$ cat src/rtl/imem_loader_fetch.sv
// Instruction-memory loader (DIP + debounced keys) and sequential fetch unit.
// Build option FETCH_HALT_ON_ZERO_EN: a fetched zero word halts the fetch stream.
module imem_loader_fetch #(
  parameter int unsigned ADDR_W       = 8,
  parameter int unsigned DATA_W       = 16,
  parameter logic [19:0] DEBOUNCE_CYC = 20'd500000
) (
  input  logic              clk,
  input  logic              rst_n,
  input  logic [DATA_W-1:0] dip,
  input  logic [4:0]        key,
  output logic [ADDR_W-1:0] mem_addr,
  output logic [DATA_W-1:0] mem_din,
  output logic              mem_we,
  input  logic [DATA_W-1:0] mem_dout,
  output logic [DATA_W-1:0] instr,
  output logic              instr_valid,
  input  logic              instr_ready,
  output logic              run,
  output logic [DATA_W-1:0] led
);

  typedef enum logic [2:0] {
    LOAD_IDLE,
    LOAD_WR,
    RUN_REQ,
    RUN_WAIT,
    RUN_HOLD
`ifdef FETCH_HALT_ON_ZERO_EN
    , HALTED
`endif
  } state_t;

  logic unused_keys;
  assign unused_keys = ^key[4:3];

  logic [2:0]  sync1_q, sync1_d, sync2_q, sync2_d;
  logic [2:0]  deb_q, deb_d, pulse_q, pulse_d;
  logic [19:0] cnt_q [3];
  logic [19:0] cnt_d [3];

  always_comb begin
    sync1_d = key[2:0];
    sync2_d = sync1_q;
    for (int unsigned i = 0; i < 3; i++) begin
      deb_d[i] = deb_q[i];
      cnt_d[i] = '0;
      // Level changes only after DEBOUNCE_CYC consecutive samples differ from it.
      if (sync2_q[i] != deb_q[i]) begin
        if (cnt_q[i] == DEBOUNCE_CYC - 20'd1) deb_d[i] = sync2_q[i];
        else                                  cnt_d[i] = cnt_q[i] + 20'd1;
      end
    end
    pulse_d = deb_d & ~deb_q;
  end

  always_ff @(posedge clk or negedge rst_n) begin
    if (!rst_n) begin
      sync1_q <= '0;
      sync2_q <= '0;
      deb_q   <= '0;
      pulse_q <= '0;
      for (int unsigned i = 0; i < 3; i++) cnt_q[i] <= '0;
    end else begin
      sync1_q <= sync1_d;
      sync2_q <= sync2_d;
      deb_q   <= deb_d;
      pulse_q <= pulse_d;
      for (int unsigned i = 0; i < 3; i++) cnt_q[i] <= cnt_d[i];
    end
  end

  logic commit_p, mode_p, clr_p;
  assign commit_p = pulse_q[0];
  assign mode_p   = pulse_q[1];
  assign clr_p    = pulse_q[2];

  state_t            state_q, state_d;
  logic [ADDR_W-1:0] addr_q, addr_d;
  logic [DATA_W-1:0] din_q, din_d, instr_q, instr_d, led_q, led_d;
  logic              we_q, we_d, valid_q, valid_d, run_q, run_d;
  logic              in_run;

  always_comb begin
    state_d = state_q;
    addr_d  = addr_q;
    din_d   = din_q;
    we_d    = 1'b0;
    instr_d = instr_q;
    valid_d = valid_q;
    run_d   = run_q;
    in_run  = (state_q != LOAD_IDLE) && (state_q != LOAD_WR);
    case (state_q)
      LOAD_IDLE: begin
        if (clr_p) begin
          addr_d = '0;
        end else if (mode_p) begin
          addr_d  = '0;
          run_d   = 1'b1;
          state_d = RUN_REQ;
        end else if (commit_p) begin
          din_d   = dip;
          we_d    = 1'b1;
          state_d = LOAD_WR;
        end
      end
      LOAD_WR: begin
        addr_d  = addr_q + ADDR_W'(1);
        state_d = LOAD_IDLE;
      end
      RUN_REQ:  state_d = RUN_WAIT;
      RUN_WAIT: begin
`ifdef FETCH_HALT_ON_ZERO_EN
        if (mem_dout == '0) begin
          valid_d = 1'b0;
          state_d = HALTED;
        end else
`endif
        begin
          instr_d = mem_dout;
          valid_d = 1'b1;
          state_d = RUN_HOLD;
        end
      end
      RUN_HOLD: begin
        if (valid_q && instr_ready) begin
          valid_d = 1'b0;
          addr_d  = addr_q + ADDR_W'(1);
          state_d = RUN_REQ;
        end
      end
`ifdef FETCH_HALT_ON_ZERO_EN
      HALTED: state_d = HALTED;
`endif
      default: state_d = LOAD_IDLE;
    endcase

    // Key pulses in RUN override whatever the fetch sequence decided this cycle.
    if (in_run) begin
      if (clr_p) begin
        valid_d = 1'b0;
        addr_d  = '0;
        state_d = RUN_REQ;
      end else if (mode_p) begin
        valid_d = 1'b0;
        run_d   = 1'b0;
        addr_d  = '0;
        state_d = LOAD_IDLE;
      end
    end

    if (run_d) led_d = instr_d;
    else       led_d = DATA_W'({addr_d, dip[7:0]});
`ifdef FETCH_HALT_ON_ZERO_EN
    if (state_d == HALTED) led_d = DATA_W'(16'hDEAD);
`endif
  end

  always_ff @(posedge clk or negedge rst_n) begin
    if (!rst_n) begin
      state_q <= LOAD_IDLE;
      addr_q  <= '0;
      din_q   <= '0;
      we_q    <= 1'b0;
      instr_q <= '0;
      valid_q <= 1'b0;
      run_q   <= 1'b0;
      led_q   <= '0;
    end else begin
      state_q <= state_d;
      addr_q  <= addr_d;
      din_q   <= din_d;
      we_q    <= we_d;
      instr_q <= instr_d;
      valid_q <= valid_d;
      run_q   <= run_d;
      led_q   <= led_d;
    end
  end

  assign mem_addr    = addr_q;
  assign mem_din     = din_q;
  assign mem_we      = we_q;
  assign instr       = instr_q;
  assign instr_valid = valid_q;
  assign run         = run_q;
  assign led         = led_q;

endmodule

$ cat config.mk
export PLATFORM = sky130hd
export DESIGN_NAME = imem_loader_fetch
export DESIGN_NICKNAME = d
export VERILOG_FILES = /design/src/rtl/imem_loader_fetch.sv
export SDC_FILE = /design/constraint.sdc
export NUM_CORES = 1
export LEC_CHECK = 0
export ABC_CLOCK_PERIOD_IN_PS = 2500
export BUFFER_PORTS_ARGS = -buffer_cell sky130_fd_sc_hd__buf_2
export CORE_UTILIZATION = 50
export DETAILED_ROUTE_END_ITERATION = 6
export GPL_ROUTABILITY_DRIVEN = 0
export GPL_TIMING_DRIVEN = 0
export PLACE_DENSITY_LB_ADDON = 0.15
export SLEW_MARGIN = 20
export SYNTH_ARGS = -nofsm -noshare
export SYNTH_HDL_FRONTEND = slang
export SYNTH_SLANG_ARGS = --single-unit
$ cat constraint.sdc
create_clock -name clk -period 2.5 [get_ports clk]
set_input_delay 0.5 -clock clk [delete_from_list [all_inputs] [get_ports clk]]
set_output_delay 0.5 -clock clk [all_outputs]
set_load 0.01 [all_outputs]
# Yosys cells after proc, flatten, opt, wreduce, memory -nomap -nowiden
# Cells that the tools add are included.
[word_totals] mem_bits_ro=0 input_bits=40 reg_bits=134 mem_count=0 output_inout_bits=59 latch_bits=0 mem_bits_rw=0
[classes] mul=0 shift=0 n_bitwise=4 n_eq_ne=11 n_reduce_logical=5 magnitude_cmp=0 muxes=44 div=0 addsub=4
[op_table] operator="$mux 20" n=6
[op_table] operator="$add 20x1->20 const B" n=3
[op_table] operator="$eq 20x19->1 const B" n=3
[op_table] operator="$mux 8" n=6
[op_table] operator="$mux 16" n=2
[op_table] operator="$pmux 8 s3" n=1
[op_table] operator="$mux 3" n=7
[op_table] operator="$mux 1" n=20
[op_table] operator="$pmux 3 s4" n=1
[op_table] operator="$add 8x1->8 const B" n=1
[op_table] operator="$eq 3x2->1 const B" n=2
[op_table] operator="$reduce_and 4->1" n=1
[op_table] operator="$and 3x3->3" n=1
[op_table] operator="$eq 3x1->1 const B" n=1
[op_table] operator="$eq 3x3->1 const B" n=1
[op_table] operator="$logic_not 3->1" n=1
[op_table] operator="$ne 1x1->1" n=3
[op_table] operator="$ne 3x1->1 const B" n=1
[op_table] operator="$not 3->3" n=1
[op_table] operator="$reduce_bool 3->1" n=1
[op_table] operator="$logic_and 1x1->1" n=2
[op_table] operator="$not 1->1" n=2
[op_table] operator="$pmux 1 s2" n=1

# Longest topological paths before layout
# Gate-level depths: netlist of the first run.
[depth] word_depth=7 mapped_depth=7 mapped_depth_nobuf=5

# Worst setup path after synthesis of the first run
# OpenSTA, ideal clock, no wires.
[synth_path] kind="reg2reg" start="reg cnt_q[40] in the netlist's numbering" end="reg cnt_q[56] in the netlist's numbering" path_stages_with_launch=7 required_time_ps=2422 arrival_ps=1924 slack_ps=498 period_less_slack_ps=2002 path_buffers=1 cell_sequence="dfrtp_1 ha_1 nand4_2 or4_1 buf_2 or4_1 a21oi_1"
[synth_lines] item="start: declaration" line="39" rtl="logic [19:0] cnt_q [3];"

# Worst setup path in the final report of the first run
[layout_path] start="reg pulse_q[1]" end="reg din_q[11], in the netlist mem_din[11]"
[layout_via] elab_chain_cells=2
[layout_lines] item="start: declaration" line="38" rtl="logic [2:0] deb_q, deb_d, pulse_q, pulse_d;"
[layout_lines] item="start signal: assignment" line="68" rtl="pulse_q <= pulse_d;"
[layout_lines] item="$not 1->1 (no source line)"
[layout_lines] item="$reduce_and 4->1 (no source line)"
[layout_lines] item="end signal: assignment" line="172" rtl="din_q <= din_d;"
[layout_lines] item="end: declaration" line="80" rtl="logic [DATA_W-1:0] din_q, din_d, instr_q, instr_d, led_q, led_d;"
# Every way passes these cells.
# A chain may end at the register's enable or synchronous reset.

==> summary.txt, run 1 <==
Synth
  • Post-Syn Area: around 6000 um2
  • Synthesized flop and latch total: between 100 and 150
  • Sequential area share after synthesis: between 50% and 60%
  • Netlist cell types: 51
  • Syn_nets: ~580
  • Post-Synthesis Cells: between 500 and 600
  • Number of warnings issued by yosys: 0
  • FFs w/ async S/R, synth: 100%
  • Synth Area per Inst: ~11 um2
  • Main synth FF type: dfrtp_1
  • EDFF count, synth: 0

STA
  • Setup ws final: around 160 ps
  • Slew Viols, Final: 0
  • RSZ-0062 raised after global routing: no
  • Tightest Pin Transition: 670 ps
  • Clk_skew: approximately 5 ps
  • Worst Hold Slack: -9.11 ps
  • Final worst-path cycle share: about 94%
  • Worst relative slew slack: 55.1%
  • Final hold viol count: 2
  • Max Clock Freq: about 430 MHz
  • Tmin final: 2340 ps
  • Count of final setup violators: 0

Place
  • Dpl ws: between 100 and 150 ps
  • Port bufs: between 90 and 100
  • Detailed Place HPWL: 8780 um
  • Cell total after placement: 778
  • Placed inst area: 6720 um2

Die
  • Core ar.: 11600 um2
  • Die width: between 100 and 150 um
  • # IOs: 99
  • Starting density of the core: 52.1%
  • Row cnt: 39
  • Die height: approximately 110 um
  • Full die area: 12500 um2

Power and ir drop
  • Max VDD drop: between 0.4 and 0.5 mV
  • Pleak: between 3 and 4 nW
  • Pwr dens: roughly 640 nW/um2

Global routing
  • Largest net degree at the start of global routing: 81
  • Vias in the first global route: approximately 4500
  • GRT Total Usage: between 20% and 30%
  • Congestion Overflow GR: 0
  • Initial antenna violation count: 0
  • Global-route wire length before repair: between 20000 and 25000 um

Clock network
  • CTS clk-pin slew, worst paths: 50 ps
  • H-tree Lvls: 4
  • Max clock buf depth: 2
  • CTS Buf Count: 17
  • CTS tree: built
  • Worst-Skew Late Latency: 410 ps
  • CTS Sinks: 134
  • Clk root buf: clkbuf_16
  • Post-CTS Setup Bufs: 0

Detailed routing
  • Initial drt markers: roughly 250
  • Post-route ant nets: 0
  • DRT Pass-1 Iters: 6
  • Vias per inst: around 5.6
  • Vias: 4540
  • Wirelength per Cell: approximately 16 um
  • Residual DRC: 17
  • Routed Wire Length: between 10000 and 15000 um

Setup path
  • Type of origin of the critical path: flip-flop
  • RR Startpoint: pulse_q[1]
  • Crit Path Category: reg2reg
  • Reg2Reg Setup Slack: roughly 160 ps
  • Buffers and inverters on the worst path: 1
  • WP depth: 4
  • WP data required: 2790 ps
  • Max incr delay on CP: about 620 ps
  • Worst-path cell chain: nor2_1 -> nand4b_1 -> clkbuf_1 -> mux2_2
  • Slowest CP cell: nand4b_1
  • Crit path max fanout: 10
  • Crit path from: pulse_q[1]
  • Largest delay share family, worst path: simple AND/OR/NAND/NOR gates
  • Crit end category: flip-flop
  • Worst-case reg-to-reg path depth: 4
  • Worst Setup EP: mem_din[11]
  • Worst EP arrival: roughly 2600 ps
  • Worst R2R End: mem_din[11]

Final layout
  • Design area: a little over 7000 um2
  • Multi-input gate area: roughly 2600 um2
  • Seq. cell area: about 3400 um2
  • ANT cells: 0
  • Layout area overhead: 20.2%
  • Post-Layout Cell Count: between 800 and 900
  • Nets: between 600 and 700
  • Fin util: 62.6%
  • Filler cells: between 900 and 1000
  • Share of post-route cells with drive strength above 1: between 20% and 30%

Worst hold path
  • Hold WC Path Type: in2async

Run status
  • Failing checks: DRC, hold timing
  • Status: finished with violations

Flow run
  • Max Cap Viol: 0
[per-stage QoR]
stage	setup TNS [ps]	power, W
global route	0	0.00482
global placement	-107180	0.00249
detailed placement	0	0.00251
CTS	0	0.00470
floorplan	0	0.00237
finish	0	0.00463
[power by group]
part	total (W)	switching (W)	leakage, nW	internal (W)
sequential	0.00225	0.0000301	1.73	0.00222
clock	0.00216	0.000818	0.261	0.00134
combinational	0.000213	0.000122	1.20	0.0000907
total	0.00463	0.000970	3.19	0.00366
[per-layer routing]
layer  GRT usage, %  vias up  share of wire, %  wire length [um]
met5              0        -                 0                 0
met4           8.38        0               1.1               141
met3           5.82       14               5.5               689
met2           36.1      128                48              6060
met1           27.7     2203                45              5620
li1               -     2195                 -                 -
[registers in the layout, summed over array words and instances, names as in the netlist]
name and cells:
mem_we 1, mem_din 16, pulse_q 3, sync2_q 3, deb_q 3, cnt_q 60
run 1, led 16, state_q 3, instr 16, mem_addr 8, sync1_q 3
instr_valid 1
[area by class of cell]
cell class,instances,area share [%]
inverter,9,0.466
buffer,17,0.967
timing repair buffer,97,7.15
sequential,134,46.3
clock buffer,24,6.79
clock inverter,5,0.345
tap,143,2.47
multi-input combinational,378,35.5
[worst reg2reg max path, stage by stage (launching register included)]
cell and delay (ps):
dfrtp_1 440, nor2_1 380, nand4b_1 620, clkbuf_1 440, mux2_2 350
[placed cells by master, fill, tap and decap left out, types with 2 or more instances in the layout]
cell type	count
a211oi_1	2
a21oi_1	22
a221oi_1	2
a22oi_1	2
a31oi_1	2
and2_1	2
and3_1	6
and4_1	7
buf_2	100
clkbuf_1	15
clkbuf_16	17
clkbuf_8	4
clkinv_2	5
dfrtp_1	134
ha_1	4
inv_1	8
mux2_2	42
mux2i_1	2
nand2_1	24
nand2b_1	8
nand3_1	28
nand3b_1	2
nand4_1	19
nand4b_1	2
nor2_1	62
nor2b_1	2
nor3_1	10
nor3b_1	3
nor4_1	10
nor4b_1	3
o21ai_0	11
o2bb2ai_1	3
o31ai_1	15
or2_2	2
or3_1	11
or4_1	10
or4b_1	3
xnor2_1	24
xor2_1	19
[timing repair]
action,CTS,global route
gates resized for setup,0,1
hold buffers,0,0
endpoints found under the setup margin,0,1
[how the worst min path moves through the flow]
| stage | from | to | slack [ps] | cells past startpoint |
|---|---|---|---|---|
| global route | rst_n | instr[4] | 20 | 1 |
| finish | rst_n | instr[4] | -9 | 1 |
| global placement | sync1_q[0] | sync2_q[0] | 330 | 0 |
| floorplan | rst_n | cnt_q[0] | 200 | 0 |
| CTS | rst_n | instr[4] | 1 | 1 |
| detailed placement | sync1_q[2] | sync2_q[2] | 340 | 0 |
[cell families after synthesis]
| kind of cell | share of synthesized area, % |
|---|---|
| AND/OR/NAND/NOR | 19.7 |
| flip-flops | 55.7 |
| AO/OA/AOI/OAI | 7.44 |
| multiplexers | 8.37 |
| XOR/XNOR | 6.25 |
| buffers and inverters | 1.72 |
| adder cells (fa/ha/maj) | 0.831 |
[Yosys cell counts, types with 4 or more instances]
| cell | number | share of area (%) |
|---|---|---|
| dfrtp_1 | 134 | 56 |
| nor2_1 | 62 | 3.9 |
| mux2_2 | 42 | 7.9 |
| nand3_1 | 28 | 2.3 |
| nand2_1 | 24 | 1.5 |
| xnor2_1 | 24 | 3.5 |
| a21oi_1 | 22 | 1.8 |
| nand4_1 | 19 | 2.0 |
| xor2_1 | 19 | 2.8 |
| o31ai_1 | 15 | 1.9 |
| clkbuf_1 | 12 | 0.75 |
| o21ai_0 | 11 | 0.91 |
| or3_1 | 11 | 1.1 |
| nor3_1 | 10 | 0.83 |
| nor4_1 | 10 | 1.0 |
| or4_1 | 10 | 1.2 |
| inv_1 | 8 | 0.50 |
| nand2b_1 | 8 | 0.83 |
| and4_1 | 7 | 1.0 |
| and3_1 | 6 | 0.62 |
| buf_2 | 5 | 0.42 |
| ha_1 | 4 | 0.83 |
Note: power is estimated with default switching activity, not from simulation.
==> run 2, diff against run 1 <==
--- a/config.mk
+++ b/config.mk
@@ -5,9 +5,10 @@
 export SDC_FILE = /design/constraint.sdc
 export NUM_CORES = 1
 export LEC_CHECK = 0
-export ABC_CLOCK_PERIOD_IN_PS = 2500
+export ABC_CLOCK_PERIOD_IN_PS = 1900
 export BUFFER_PORTS_ARGS = -buffer_cell sky130_fd_sc_hd__buf_2
 export CORE_UTILIZATION = 50
+export CTS_BUF_LIST = sky130_fd_sc_hd__clkbuf_8
 export DETAILED_ROUTE_END_ITERATION = 6
 export GPL_ROUTABILITY_DRIVEN = 0
 export GPL_TIMING_DRIVEN = 0
==> constraint.sdc (replaced) <==
create_clock -name clk -period 1.9 [get_ports clk]
set_input_delay 0.38 -clock clk [delete_from_list [all_inputs] [get_ports clk]]
set_output_delay 0.38 -clock clk [all_outputs]
set_load 0.01 [all_outputs]
==> run 2 against run 1 <==
  * Combinational power increased by 47%
  * Count of clock-buffer cells in the layout unchanged
  * Die area unchanged
  * Sequential cell count unchanged
  * Sequential share of layout area decreased by 1.6 points
  * Critical endpoint is now cnt_q[38]
  * Non-clock buffer count increased by 23
  * Final cell count increased by 3.1%
  * Worst setup slack got worse by 170 ps
  * Register-to-register slack got worse by 170 ps
  * Clock skew increased by 3.1 ps
  * Design area increased by 4.0%
  * Total power increased by 26%
  * The flow finishes with violations (DRC, setup timing)
==> summary.txt, run 2 (synthesized netlist as in run 1, its figures left out) <==
Die
  • Die height: 112 um (unchanged)
  • Core ar.: 11600 um2 (unchanged)
  • Die width: 112 um (unchanged)
  • # IOs: 99 (unchanged)
  • Starting density of the core: 52.1% (unchanged)
  • Full die area: 12500 um2 (unchanged)
  • Row cnt: 39 (unchanged)

Clock network
  • CTS tree: built
  • H-tree Lvls: 4 (unchanged)
  • Worst-Skew Late Latency: 440 ps (+30 ps)
  • CTS Sinks: 134 (unchanged)
  • CTS clk-pin slew, worst paths: 70 ps (+20 ps)
  • CTS Buf Count: 17 (unchanged)
  • Max clock buf depth: 2 (unchanged)
  • Clk root buf: clkbuf_8

Global routing
  • GRT Total Usage: 22.8% (+0.90 points)
  • Global-route wire length before repair: 22000 um (+2.3%)
  • Largest net degree at the start of global routing: 81 (unchanged)
  • Initial antenna violation count: 0 (unchanged)
  • Vias in the first global route: 4584 (+2.8%)
  • Congestion Overflow GR: 0 (unchanged)

Final layout
  • Layout area overhead: 25.0%
  • Commonest non-fill, non-tap cells in the layout: 125 x dfrtp_1, 98 x buf_2, 60 x nor2_1
  • ANT cells: 0 (unchanged)
  • Multi-input gate area: 2700 um2 (+4.9%)
  • Largest register FFs: 60 (unchanged)
  • Filler cells: 928 (-2.2%)
  • Most common cell after layout, fill and taps aside: dfrtp_1
  • Seq. cell area: 3360 um2 (+0.34%)
  • Nets: 721 (+3.3%)
  • Post-Layout Cell Count: 832 (+3.1%)
  • Largest Register: cnt_q
  • Fin util: 65.1% (+2.5 points)
  • Share of post-route cells with drive strength above 1: 35.8% (+8.9 points)

Setup path
  • WP data required: 2210 ps (-580 ps)
  • Worst-path cell chain: or4b_1 -> or3_4 -> o21bai_4 -> buf_6 -> a21oi_1
  • Slowest CP cell: or4b_1
  • Max incr delay on CP: 520 ps (-100 ps)
  • Crit path max fanout: 8 (-2)
  • Crit Path Category: reg2reg
  • Worst EP arrival: 2220 ps (-410 ps)
  • Crit end category: flip-flop
  • Type of origin of the critical path: flip-flop
  • Buffers and inverters on the worst path: 1 (unchanged)
  • Largest delay share family, worst path: simple AND/OR/NAND/NOR gates

Power and ir drop
  • Max VDD drop: 0.639 mV (+47%)
  • Net Sw Frac: 21.4% (+0.38 points)
  • Flop pwr share: 50.7% (+2.0 points)
  • Pwr dens: 775 nW/um2 (+21%)
  • Pleak: 3.31 nW (+3.8%)
  • Switch Pwr: 0.00125 W (+28%)
  • Clock share of power: 44.0% (-2.7 points)
  • Gate power share: 5.4% (+0.8 points)
  • Pint: 0.00459 W (+26%)

STA
  • Setup ws final: -9.49 ps (-172 ps)
  • RSZ-0062 raised after global routing: yes
  • Max Clock Freq: 524 MHz (+22%)
  • Clk_skew: 8.06 ps (+3.06 ps)
  • Setup TNS: -18.2 ps (-18.2 ps)
  • Count of final setup violators: 2 (+2)
  • Final hold viol count: 0 (-2)
  • Final worst-path cycle share: 100% (+7.0 points)
  • Worst Hold Slack: 45.6 ps (+54.8 ps)
  • Worst relative slew slack: 62.8% (+7.7 points)
  • Tmin final: 1910 ps (-428 ps)
  • Tightest Pin Transition: 552 ps (-118 ps)
  • Slew Viols, Final: 0 (unchanged)

Flow run
  • Max Cap Viol: 0 (unchanged)

Detailed routing
  • Wirelength per Cell: 16.3 um (+5.2%)
  • Routed Wire Length: 13600 um (+8.5%)
  • Post-route ant nets: 0 (unchanged)
  • Residual DRC: 17 (unchanged)
  • Initial drt markers: 221 (-12%)
  • Wl on met1: 6010 um (+6.9%)
  • Vias: 4694 (+3.4%)
  • Met2 wire len: 6600 um (+8.9%)
  • Vias per inst: 5.64 (+0.29%)
  • DRT Pass-1 Iters: 7 (+1)
  • Routed met3 length: 781 um (+13%)
  • Top layer in use: met4

Place
  • Cell total after placement: 778 (unchanged)
  • Dpl ws: -743 ps (-882 ps)
  • Port bufs: 96 (unchanged)
  • Detailed Place HPWL: 8920 um (+1.6%)

Worst hold path
  • Hold WC Path Type: in2reg

Run status
  • Failing checks: DRC, setup timing
  • Status: finished with violations
-- run 2: repair_timing --
item                       in CTS  in global routing
hold endpoints to repair       54                  0
pin swaps                       6                  4
gates resized for setup        19                 34
hold buffers                    1                  0
setup endpoints to repair      95                 68
setup buffers                  18                  8
cloned                          0                  1
-- run 2: layout make-up --
type / count / area share (%)
flip-flops and latches: 134 / 44.7
multi-input cells: 378 / 35.8
repair buffers: 125 / 9.80
clock buffers: 24 / 4.39
well taps: 143 / 2.38
clock inverters: 7 / 1.53
plain buffers: 12 / 0.947
inverters: 9 / 0.449
-- run 2: stage by stage --
stage / area, um2 / total power [W]
6_report: 7530 / 0.00584
5_1_grt: 7530 / 0.00608
4_1_cts: 7390 / 0.00590
3_5_place_dp: 6740 / 0.00330
3_3_place_gp: 6710 / 0.00328
2_1_floorplan: 6050 / 0.00312
-- run 2: power groups by stage --
stage               clock [W]  combinational [W]  sequential [W]
global placement            0           0.000277         0.00301
CTS                   0.00264           0.000308         0.00296
global route          0.00277           0.000353         0.00296
detailed placement          0           0.000291         0.00301
floorplan                   0          0.0000946         0.00303
finish                0.00257           0.000314         0.00296
-- run 2: final timing paths --
| path | slack (ps) | endpoint | cells past startpoint | from |
|---|---|---|---|---|
| max in group asynchronous | 690 | cnt_q[29] | 3 | rst_n |
| hold reg to reg | 350 | sync2_q[2] | 0 | sync1_q[2] |
| setup / recovery | -9 | cnt_q[38] | 5 | cnt_q[30] |
| min in group asynchronous | 470 | instr[6] | 2 | rst_n |
| setup reg to reg | -9 | cnt_q[38] | 5 | cnt_q[30] |
| hold / removal | 50 | sync1_q[1] | 1 | key[1] |
-- run 2: metal layers --
metal  track usage, %  vias to the layer above
met5                0                        -
met4             10.3                        0
met3             6.04                       15
met2             37.4                      153
met1             28.3                     2282
li1                 -                     2244
